**src/rtl/cache_line_fill_stage_pkg.sv**
```systemverilog
// Shared cache configuration for the line-fill path: geometry widths and the
// fill-stage state encoding.
package cache_line_fill_stage_pkg;

    localparam int SET_ADDR_WDTH       = 6;
    localparam int C_N_WAY             = 4;
    localparam int AXI_CACHE_DATA_WDTH = 32;

    typedef enum logic [1:0] {
        ST_IDLE = 2'd0,
        ST_FILL = 2'd1,
        ST_DONE = 2'd2
    } fill_state_t;

endpackage

```
**src/rtl/cache_line_fill_stage.sv**
```systemverilog
// Cache line fill stage: pops a miss element, streams one line of AXI R beats
// into the cache data RAM, then holds a completion until it is accepted.
// Optional macro FILL_BEAT_CHECK_EN adds a sticky RLAST/beat-count error flag.
module cache_line_fill_stage
    import cache_line_fill_stage_pkg::*;
#(
    parameter int BEATS_PER_LINE = 8,
    parameter int BEAT_CNT_WDTH  = 3
) (
    input  logic                                           clk,
    input  logic                                           reset,
    input  logic                                           miss_elem_fifo_empty,
    input  logic [SET_ADDR_WDTH-1:0]                       miss_elem_set_addr,
    input  logic [C_N_WAY-1:0]                             miss_elem_set_idx,
    output logic                                           miss_elem_fifo_rd_en,
    input  logic                                           ref_pix_axi_rvalid,
    input  logic [AXI_CACHE_DATA_WDTH-1:0]                 ref_pix_axi_rdata,
    input  logic                                           ref_pix_axi_rlast,
    output logic                                           ref_pix_axi_rready,
    output logic                                           cache_wr_en,
    output logic [SET_ADDR_WDTH+C_N_WAY+BEAT_CNT_WDTH-1:0] cache_wr_addr,
    output logic [AXI_CACHE_DATA_WDTH-1:0]                 cache_wr_data,
    output logic                                           fill_done_valid,
    input  logic                                           fill_done_ready,
    output logic [SET_ADDR_WDTH-1:0]                       fill_done_set_addr,
    output logic [C_N_WAY-1:0]                             fill_done_set_idx,
    output logic                                           fill_err
);

    localparam logic [BEAT_CNT_WDTH-1:0] LAST_BEAT = BEAT_CNT_WDTH'(BEATS_PER_LINE - 1);

    fill_state_t               state;
    fill_state_t               state_nxt;
    logic [BEAT_CNT_WDTH-1:0]  beat_cnt;
    logic [SET_ADDR_WDTH-1:0]  set_addr_q;
    logic [C_N_WAY-1:0]        set_idx_q;
    logic                      beat_hs;
    logic                      last_beat;

    assign beat_hs   = ref_pix_axi_rvalid & ref_pix_axi_rready;
    assign last_beat = (beat_cnt == LAST_BEAT);

    always_ff @(posedge clk) begin
        if (reset) begin
            state <= ST_IDLE;
        end else begin
            state <= state_nxt;
        end
    end

    always_comb begin
        state_nxt = state;
        case (state)
            ST_IDLE: if (miss_elem_fifo_rd_en)     state_nxt = ST_FILL;
            ST_FILL: if (beat_hs && last_beat)     state_nxt = ST_DONE;
            ST_DONE: if (fill_done_ready)          state_nxt = ST_IDLE;
            default:                               state_nxt = ST_IDLE;
        endcase
    end

    // Pop and R-ready are gated by reset so nothing is consumed in the reset cycle.
    always_comb begin
        miss_elem_fifo_rd_en = 1'b0;
        ref_pix_axi_rready   = 1'b0;
        fill_done_valid      = 1'b0;
        case (state)
            ST_IDLE: miss_elem_fifo_rd_en = ~miss_elem_fifo_empty & ~reset;
            ST_FILL: ref_pix_axi_rready   = ~reset;
            ST_DONE: fill_done_valid      = 1'b1;
            default: ;
        endcase
    end

    always_ff @(posedge clk) begin
        if (reset) begin
            beat_cnt      <= '0;
            set_addr_q    <= '0;
            set_idx_q     <= '0;
            cache_wr_en   <= 1'b0;
            cache_wr_addr <= '0;
            cache_wr_data <= '0;
        end else begin
            cache_wr_en <= beat_hs;
            if (miss_elem_fifo_rd_en) begin
                set_addr_q <= miss_elem_set_addr;
                set_idx_q  <= miss_elem_set_idx;
                beat_cnt   <= '0;
            end
            // Counter saturates on the final beat so it never wraps within a line.
            if (beat_hs) begin
                cache_wr_addr <= {set_addr_q, set_idx_q, beat_cnt};
                cache_wr_data <= ref_pix_axi_rdata;
                if (!last_beat) begin
                    beat_cnt <= beat_cnt + 1'b1;
                end
            end
        end
    end

    assign fill_done_set_addr = set_addr_q;
    assign fill_done_set_idx  = set_idx_q;

`ifdef FILL_BEAT_CHECK_EN
    logic fill_err_q;

    // RLAST must coincide exactly with the final beat of the line.
    always_ff @(posedge clk) begin
        if (reset) begin
            fill_err_q <= 1'b0;
        end else if (beat_hs && (ref_pix_axi_rlast != last_beat)) begin
            fill_err_q <= 1'b1;
        end
    end

    assign fill_err = fill_err_q;
`else
    logic unused_rlast;

    assign unused_rlast = ref_pix_axi_rlast;
    assign fill_err     = 1'b0;
`endif

endmodule
```
**config.mk**
```make
export PLATFORM = sky130hd
export DESIGN_NAME = cache_line_fill_stage
export DESIGN_NICKNAME = d
export VERILOG_FILES = /design/src/rtl/cache_line_fill_stage_pkg.sv /design/src/rtl/cache_line_fill_stage.sv
export SDC_FILE = /design/constraint.sdc
export NUM_CORES = 1
export LEC_CHECK = 0
export BUFFER_PORTS_ARGS = -buffer_cell sky130_fd_sc_hd__buf_2
export CORE_MARGIN = 2
export CORE_UTILIZATION = 40
export DETAILED_ROUTE_END_ITERATION = 8
export PLACE_DENSITY = 0.74
export SLEW_MARGIN = 20
export SYNTH_ARGS = -nofsm -noshare
export SYNTH_HDL_FRONTEND = slang
export SYNTH_SLANG_ARGS = --single-unit
```
**constraint.sdc**
```tcl
create_clock -name clk -period 1.3 [get_ports clk]
set_clock_uncertainty 0.15 [all_clocks]
set_input_delay 0.26 -clock clk [delete_from_list [all_inputs] [get_ports clk]]
set_output_delay 0.26 -clock clk [all_outputs]
set_load 0.01 [all_outputs]
```
Word level (Yosys, flattened, before mapping) --
Cells that the tools add are included.
Storage, ports and cells: flip-flop bits (word level) 61
Operators by class: bitwise gates (word level) 4, mux-type cells 10, eq/ne operators 6, $add $sub $neg 1, reductions and logical operators 3
Operator list (count):
- 2-to-1 mux 3 bit | 3
- 2-to-1 mux 2 bit | 3
- != test 2 bit (second input constant) | 3
- case mux 2 bit (3 select lines) | 1
- adder 3 x 1 -> 3 bit (second input constant) | 1
- == test 3 bit (second input constant) | 1
- 2-to-1 mux 1 bit | 3
- AND reduction 3 bit | 1
- AND 1 bit | 2
- == test 2 x 1 -> 1 bit (second input constant) | 1
- == test 2 bit (second input constant) | 1
- logical NOT 2 bit | 1
- inverter 1 bit | 2
- logical AND 1 bit | 1

Longest topological paths before layout --
Gate-level depths: netlist of run 1.
depth after elaboration 6, depth in mapped cells 5, gate-level depth less buffers 4

Worst setup path after synthesis of run 1 --
OpenSTA, ideal clock, no wires.
path type register -> register, start point reg state[0], end point reg beat_cnt[1], cell stages (with the launch flop) 5, period minus slack after synthesis 1.459 ns, path buffers 1, slack -0.159 ns, arrival 1.186 ns, cell sequence dfxtp_1 -> nand4bb_1 -> buf_4 -> nor2_4 -> mux2_1
Between the ends: cells in the longest elaborated chain, start to end 5, elaborated cells on any way between the ends 8, classes of those cells eq/ne (1); mux (5); bitwise (1); reduce/logical (1)
Ends and longest elaborated chain:
- start, declared | line cache_line_fill_stage.sv:32 | fill_state_t state;
- start signal, assigned | line cache_line_fill_stage.sv:47 | state <= state_nxt;
- logical NOT 2 bit | line cache_line_fill_stage.sv:66 | case (state)
- 2-to-1 mux 1 bit | line cache_line_fill_stage.sv:66
- 2-to-1 mux 3 bit | line cache_line_fill_stage.sv:84 | if (miss_elem_fifo_rd_en) begin
- 2-to-1 mux 3 bit | line cache_line_fill_stage.sv:93 | if (!last_beat) begin
- 2-to-1 mux 3 bit (*) | line cache_line_fill_stage.sv:90 | if (beat_hs) begin
- end signal, assigned | line cache_line_fill_stage.sv:94 | beat_cnt <= beat_cnt + 1'b1;
- end, declared | line cache_line_fill_stage.sv:34 | logic [BEAT_CNT_WDTH-1:0] beat_cnt;
Every way passes the cells marked *; elsewhere a longest branch is shown, timed or not. A chain may end at the register's enable or synchronous reset.

Worst setup path after layout of run 1 --
start point reg state[1], end point reg beat_cnt[2]
Same word-level chain as after synthesis.

==> flow_summary_export.csv, run 1 <==
group,metric,value,unit
route,drc,0,
critical_path,cp_data_arrival_time,1.74,ns
power,p_total,3.93,mW
timing,slew_violations,0,
cts,tritoncts,"yes",
synthesis,yosysTopAreaCell,"dfxtp_1",
floorplanning,start_util,0.407,
place,dpl-instance-area,0.00292,mm2
final_layout,post-route-cell-area,0.00393,mm2
route,dr.first_iter.drc_count,105,
route,num_vias,2407,
floorplanning,num_rows,27,
power,p_clk_frac,0.355,
route,drtPass1Iterations,5,
cts,clk_pin_slew,0.07,ns
final_layout,postLayoutCoreUtil,0.723,
cts,htree_levels,3,
place,port_buffers,105,
grt,grt_overflow,0,
critical_path,cp_slowest_cell,"dfxtp_4",
synthesis,synth_edf_count,0,
grt,grt_pass1_vias,2161,
outcome,violations,"negative setup slack",
synthesis,synthCells,266,
power,p_switching,1.03,mW
synthesis,synth_top_area_share,0.551,
floorplanning,die_w,78.4,um
cts,cts-root-buf,"clkbuf_8",
critical_path,start_kind,"register",
hold_path,hold_path_depth,3,
grt,antenna_found_initial,0,
power,p_comb_frac,0.142,
outcome,status,"finished, violations left",
timing,min_period,1.68,ns
critical_path,ff2ff_path_depth,5,
timing,setup_ws,-0.379,ns
final_layout,final_nets,475,
place,place_congestion,0.742,
final_layout,fin_cells,502,
cts,insertion_delay,0.33,ns
cts,cts_buffers,9,
grt,grt_max_degree,34,
final_layout,drive_gt1_frac,0.544,
floorplanning,fp.dieH,78.4,um
route,drt-total-wl,7.09,mm
critical_path,slowest_delay,0.36,ns
synthesis,syn-cell-area,0.00222,mm2
synthesis,ys_types,25,
route,wire_per_inst,14.1,um
floorplanning,die_area,0.00615,mm2
power,p_leak,1.82,nW
grt,grt_use_total,0.219,
synthesis,ys_ff_latch,61,
power,p_sw_frac,0.262,
power,p_per_area,999,mW/mm2
critical_path,cpMostUsedCell,"buf_6",
floorplanning,ios,108,
grt,grt_pass1_wl,10.3,mm
synthesis,ys_warn_count,0,
route,ant_nets,0,
critical_path,path_max_fanout,4,
power,power.share.sequential,0.503,
synthesis,synth_nets,316,
timing,min_period_over_period,1.29,
synthesis,synth.area.top_cells,"dfxtp_1, nand2_1, a21oi_1",
hold_path,hp-class,"in -> reg",
critical_path,critPathKind,"reg -> reg",
final_layout,n_antenna_cell,0,
critical_path,worstSetupEndpointType,"register",
synthesis,ys_dominant_reg_cell,"dfxtp_1",
timing,fmax,596,MHz
timing,rsz0062_at_grt,"true",
critical_path,crit_chain,"buf_6 -> nand4bb_4 -> buf_6 -> nor2_4 -> mux2_4",
place,hpwl,3.58,mm
floorplanning,coreArea,0.00544,mm2
cts,clock-sinks,61,
place,dpl_worst_slack,-0.179,ns
timing,hold_viol_final,0,
final_layout,synthToLayoutAreaGrowth,77.4,%
synthesis,avgSynthCellArea,8.33,um2
synthesis,async_reset_ff_frac,0,
place,place_inst,443,
route,vias_per_cell,4.79,
power,max-vdd-ir-drop,0.651,mV
timing,setup_viol,64,
critical_path,crit_required,1.37,ns
run,max_cap_viol_count,0,
cts,clockBufferDepth,2,
power,internal_power,2.90,mW
synthesis,ys_seq_area_frac,0.551,
==> area by class of cell <==
| type | instances | area (um2) |
|---|---|---|
| clock buffer | 10 | 128 |
| clock inverter | 6 | 30.0 |
| fill | 430 | 1510 |
| inverter | 2 | 15.0 |
| multi-input combinational | 185 | 1150 |
| sequential | 61 | 1240 |
| tap | 72 | 90.1 |
| timing repair buffer | 166 | 1280 |
==> power groups by stage <==
stage / logic, mW / registers, mW / clock network (mW)
4_1_cts: 0.510 / 1.96 / 1.43
6_report: 0.558 / 1.97 / 1.39
3_3_place_gp: 0.341 / 2.00 / 0
3_5_place_dp: 0.348 / 2.01 / 0
5_1_grt: 0.600 / 1.98 / 1.52
2_1_floorplan: 0.139 / 2.03 / 0
==> placed cells by master (no fill, tap or decap), types with 2 or more instances in the layout <==
cell type and count:
a21oi_1 31, a21oi_2 15, buf_12 7, buf_16 3
buf_2 103, buf_4 17, buf_6 12, buf_8 4
clkbuf_8 9, clkinv_2 6, dfxtp_1 51, dfxtp_2 8
dfxtp_4 2, dlygate4sd3_1 19, mux2_4 2, nand2_1 68
nand2_2 19, nand2_4 13, nand2b_1 11, nor2_4 2
nor3b_1 2, o21ai_1 7, o21ai_2 3
==> what timing repair did <==
action	in CTS	in global routing
resized for setup	53	74
setup endpoints to repair	35	65
gates cloned	8	1
hold endpoints to repair	19	0
pin swaps	5	38
hold buffers	19	0
setup buffers	14	9
==> critical path, delay by kind of cell, from the launching register on <==
family / cells / cell delay (ns)
mux: 1 / 0.32
buf+inv: 2 / 0.28
flops: 1 / 0.36
simple gates: 2 / 0.45
==> worst paths after layout <==
check	startpoint	to	slack, ns
max	state[1]	beat_cnt[2]	-0.38
min	ref_pix_axi_rdata[25]	cache_wr_data[25]	0.01
max reg2reg	state[1]	beat_cnt[2]	-0.38
min reg2reg	cache_wr_data[13]	cache_wr_data[13]	0.30
==> sequential cells by signal, summed over array words and instances, names as in the netlist <==
signal and cells:
cache_wr_en 1, fill_done_set_addr 6, beat_cnt 3, state 2
fill_done_set_idx 4, cache_wr_addr 13, cache_wr_data 32
==> synthesized netlist by cell type, drive strengths merged (2+ instances only) <==
| master | number |
|---|---|
| nor2 | 2 |
| ha | 2 |
| nand2b | 11 |
| nand2 | 100 |
| a21oi | 46 |
| dfxtp | 61 |
| buf | 13 |
| o21ai | 11 |
| mux2 | 2 |
| nor3b | 2 |
| inv | 2 |
| clkbuf | 5 |
==> logic make-up after synthesis <==
family / after synthesis / share of synthesized area
AOI/OAI and AO/OA: 58 / 0.132
DFF: 61 / 0.551
adders and majority gates: 2 / 0.0113
muxes: 3 / 0.0147
buffers and inverters: 20 / 0.0474
other: 1 / 0.00169
and+or+nand+nor: 121 / 0.242
==> metrics by stage <==
step / TNS, ns / hold WS [ns]
floorplan: -0.165 / 0.213
global placement: -3.30 / 0.288
detailed placement: -5.21 / 0.294
CTS: -12.57 / 0.000682
global route: -17.76 / 0.00559
finish: -14.93 / 0.0123
==> layer usage <==
metal | vias up | global-route usage | wire length (um)
li1 | 1184 | - | -
met4 | 0 | 0.107 | 110
met3 | 13 | 0.0552 | 361
met2 | 83 | 0.353 | 3690
met5 | - | 0 | 0
met1 | 1127 | 0.274 | 2930
No activity file was read; power rests on OpenSTA's default activity.
==> run 2: changes to the inputs <==
--- a/config.mk
+++ b/config.mk
@@ -10,6 +10,7 @@
 export CORE_UTILIZATION = 40
 export DETAILED_ROUTE_END_ITERATION = 8
 export PLACE_DENSITY = 0.74
+export SKIP_LAST_GASP = 1
 export SLEW_MARGIN = 20
 export SYNTH_ARGS = -nofsm -noshare
 export SYNTH_HDL_FRONTEND = slang
==> flow_summary_export.csv, run 2 (synthesized netlist as in run 1, its figures left out) <==
group,metric,value,unit
floorplanning,fp.dieH,78.4,um
critical_path,timing.rr.end,"cache_wr_data[15]",
final_layout,final_nets,472,
hold_path,hp-class,"in -> reg",
critical_path,cp_data_arrival_time,1.73,ns
final_layout,multiInputGateArea,0.00123,mm2
critical_path,critPathKind,"reg -> reg",
grt,grt_overflow,0,
floorplanning,die_w,78.4,um
critical_path,slowest_delay,0.36,ns
grt,grt_use_total,0.219,
cts,tritoncts,"yes",
outcome,violations,"negative setup slack",
timing,slew_violations,0,
final_layout,nFillCells,412,
place,place_congestion,0.742,
route,drt-total-wl,6.97,mm
place,hpwl,3.58,mm
route,drtPass1Iterations,4,
cts,htree_levels,3,
grt,grt_pass1_vias,2158,
hold_path,worstHoldStart,"ref_pix_axi_rdata[25]",
timing,rsz0062_at_grt,"true",
critical_path,cp_slowest_cell,"dfxtp_4",
critical_path,ff2ff_path_depth,7,
final_layout,seq_area,0.00124,mm2
final_layout,largest_register,"cache_wr_data",
final_layout,final_common_cell,"buf_2",
critical_path,crit_chain,"buf_4 -> nand4bb_4 -> inv_8 -> buf_12 -> buf_12 -> nand2_2 -> a21oi_2",
critical_path,crit_required,1.42,ns
cts,clock-sinks,61,
run,max_cap_viol_count,0,
final_layout,largest_register_ffs,32,
cts,cts-root-buf,"clkbuf_8",
grt,grt_max_degree,34,
timing,setup_viol,63,
route,dr.first_iter.drc_count,100,
power,p_per_area,991,mW/mm2
timing,tns,-13.24,ns
power,max-vdd-ir-drop,0.615,mV
critical_path,worstSetupEndpointType,"register",
power,p_leak,1.80,nW
place,port_buffers,105,
final_layout,fin_cells,499,
final_layout,n_antenna_cell,0,
floorplanning,start_util,0.407,
critical_path,ff2ff_setup_slack,-0.31,ns
grt,grtUsageMet2,0.353,
grt,grt_busiest_layer,"met2",
final_layout,mostFrequentLayoutCells,"buf_2, nand2_1, dfxtp_1, nand2_2, a21oi_2",
timing,min_period,1.61,ns
place,place_inst,443,
timing,setup_ws,-0.314,ns
route,wire_per_inst,14.0,um
route,num_vias,2378,
hold_path,holdPathEnd,"cache_wr_data[25]",
grt,grt_pass1_wl,10.3,mm
critical_path,path_max_fanout,6,
floorplanning,die_area,0.00615,mm2
cts,insertion_delay,0.33,ns
outcome,status,"finished, violations left",
grt,grt_util_met1,0.274,
final_layout,synthToLayoutAreaGrowth,78.4,%
route,ant_nets,0,
timing,hold_viol_final,0,
critical_path,cpMostUsedCell,"buf_12",
timing,min_period_over_period,1.24,
grt,grt_util_met3,0.0552,
cts,clk_pin_slew,0.07,ns
grt,antenna_found_initial,0,
floorplanning,ios,108,
cts,clockBufferDepth,2,
critical_path,start_kind,"register",
route,vias_per_cell,4.77,
timing,fmax,620,MHz
cts,cts_buffers,9,
floorplanning,num_rows,27,
critical_path,cp_top_family,"buffers and inverters",
hold_path,hold_path_depth,3,
floorplanning,coreArea,0.00544,mm2
route,drc,0,
critical_path,r2r_start,"state[1]",
final_layout,drive_gt1_frac,0.562,
critical_path,worstPathBufferInverterCount,4,
[run 2: cell types whose count changed in the layout (fill, tap and decap cells not counted), sizes merged]
cell	previous run	this run
buf	146	141
dlygate4sd3	19	21
[run 2: repair_timing]
item                                    4_1_cts  5_1_grt
cloned                                        8        1
hold buffers                                 19        2
buffers inserted                             14        7
pin swaps                                     4       19
resized for setup                            46       93
endpoints found under the setup margin       35       65
hold endpoints to repair                     19        2
[run 2: worst max-delay path by stage]
stage	startpoint	endpoint	slack, ns	depth (start not counted)
finish	state[1]	cache_wr_data[15]	-0.31	7
floorplan	beat_cnt[0]	beat_cnt[1]	-0.08	4
detailed placement	reset	fill_done_set_addr[2]	-0.18	5
CTS	state[1]	miss_elem_fifo_rd_en	-0.32	3
global route	state[1]	cache_wr_data[15]	-0.36	7
global placement	reset	beat_cnt[2]	-0.12	4
[run 2: through the flow]
step / util / cell area (um2) / power [mW] / hold slack [ns] / setup slack [ns]
after detailed placement: 0.536 / 2920 / 2.35 / 0.294 / -0.179
after global routing: 0.727 / 3950 / 4.09 / 0.00797 / -0.358
final: 0.727 / 3950 / 3.92 / 0.0107 / -0.314
after floorplan: - / 2240 / 2.17 / 0.213 / -0.0827
after CTS: 0.683 / 3710 / 3.90 / 0.000682 / -0.321
after global placement: 0.536 / 2920 / 2.34 / 0.288 / -0.123
[run 2: layout make-up]
type / instances / share of cell area
clock buffer: 10 / 0.0323
multi-input combinational: 185 / 0.310
timing repair buffer: 163 / 0.310
inverter: 2 / 0.00380
tap: 72 / 0.0228
sequential: 61 / 0.313
clock inverter: 6 / 0.00759
[run 2: routing by layer]
layer,vias up,part of all wire
met2,81,0.51
li1,1174,-
met5,-,0
met1,1112,0.42
met3,11,0.048
met4,0,0.016
[run 2: tightest hold or removal path: cells and delay by family]
family	cells	cell delay, ns
compound gates	1	0.05
buf+inv	1	0.10
simple gates	1	0.05
[run 2: where the power goes]
group | internal [mW] | switching (mW) | total, mW | leakage [nW]
logic | 0.294 | 0.262 | 0.555 | 1.21
registers | 1.92 | 0.0427 | 1.97 | 0.499
clock network | 0.671 | 0.725 | 1.40 | 0.0894
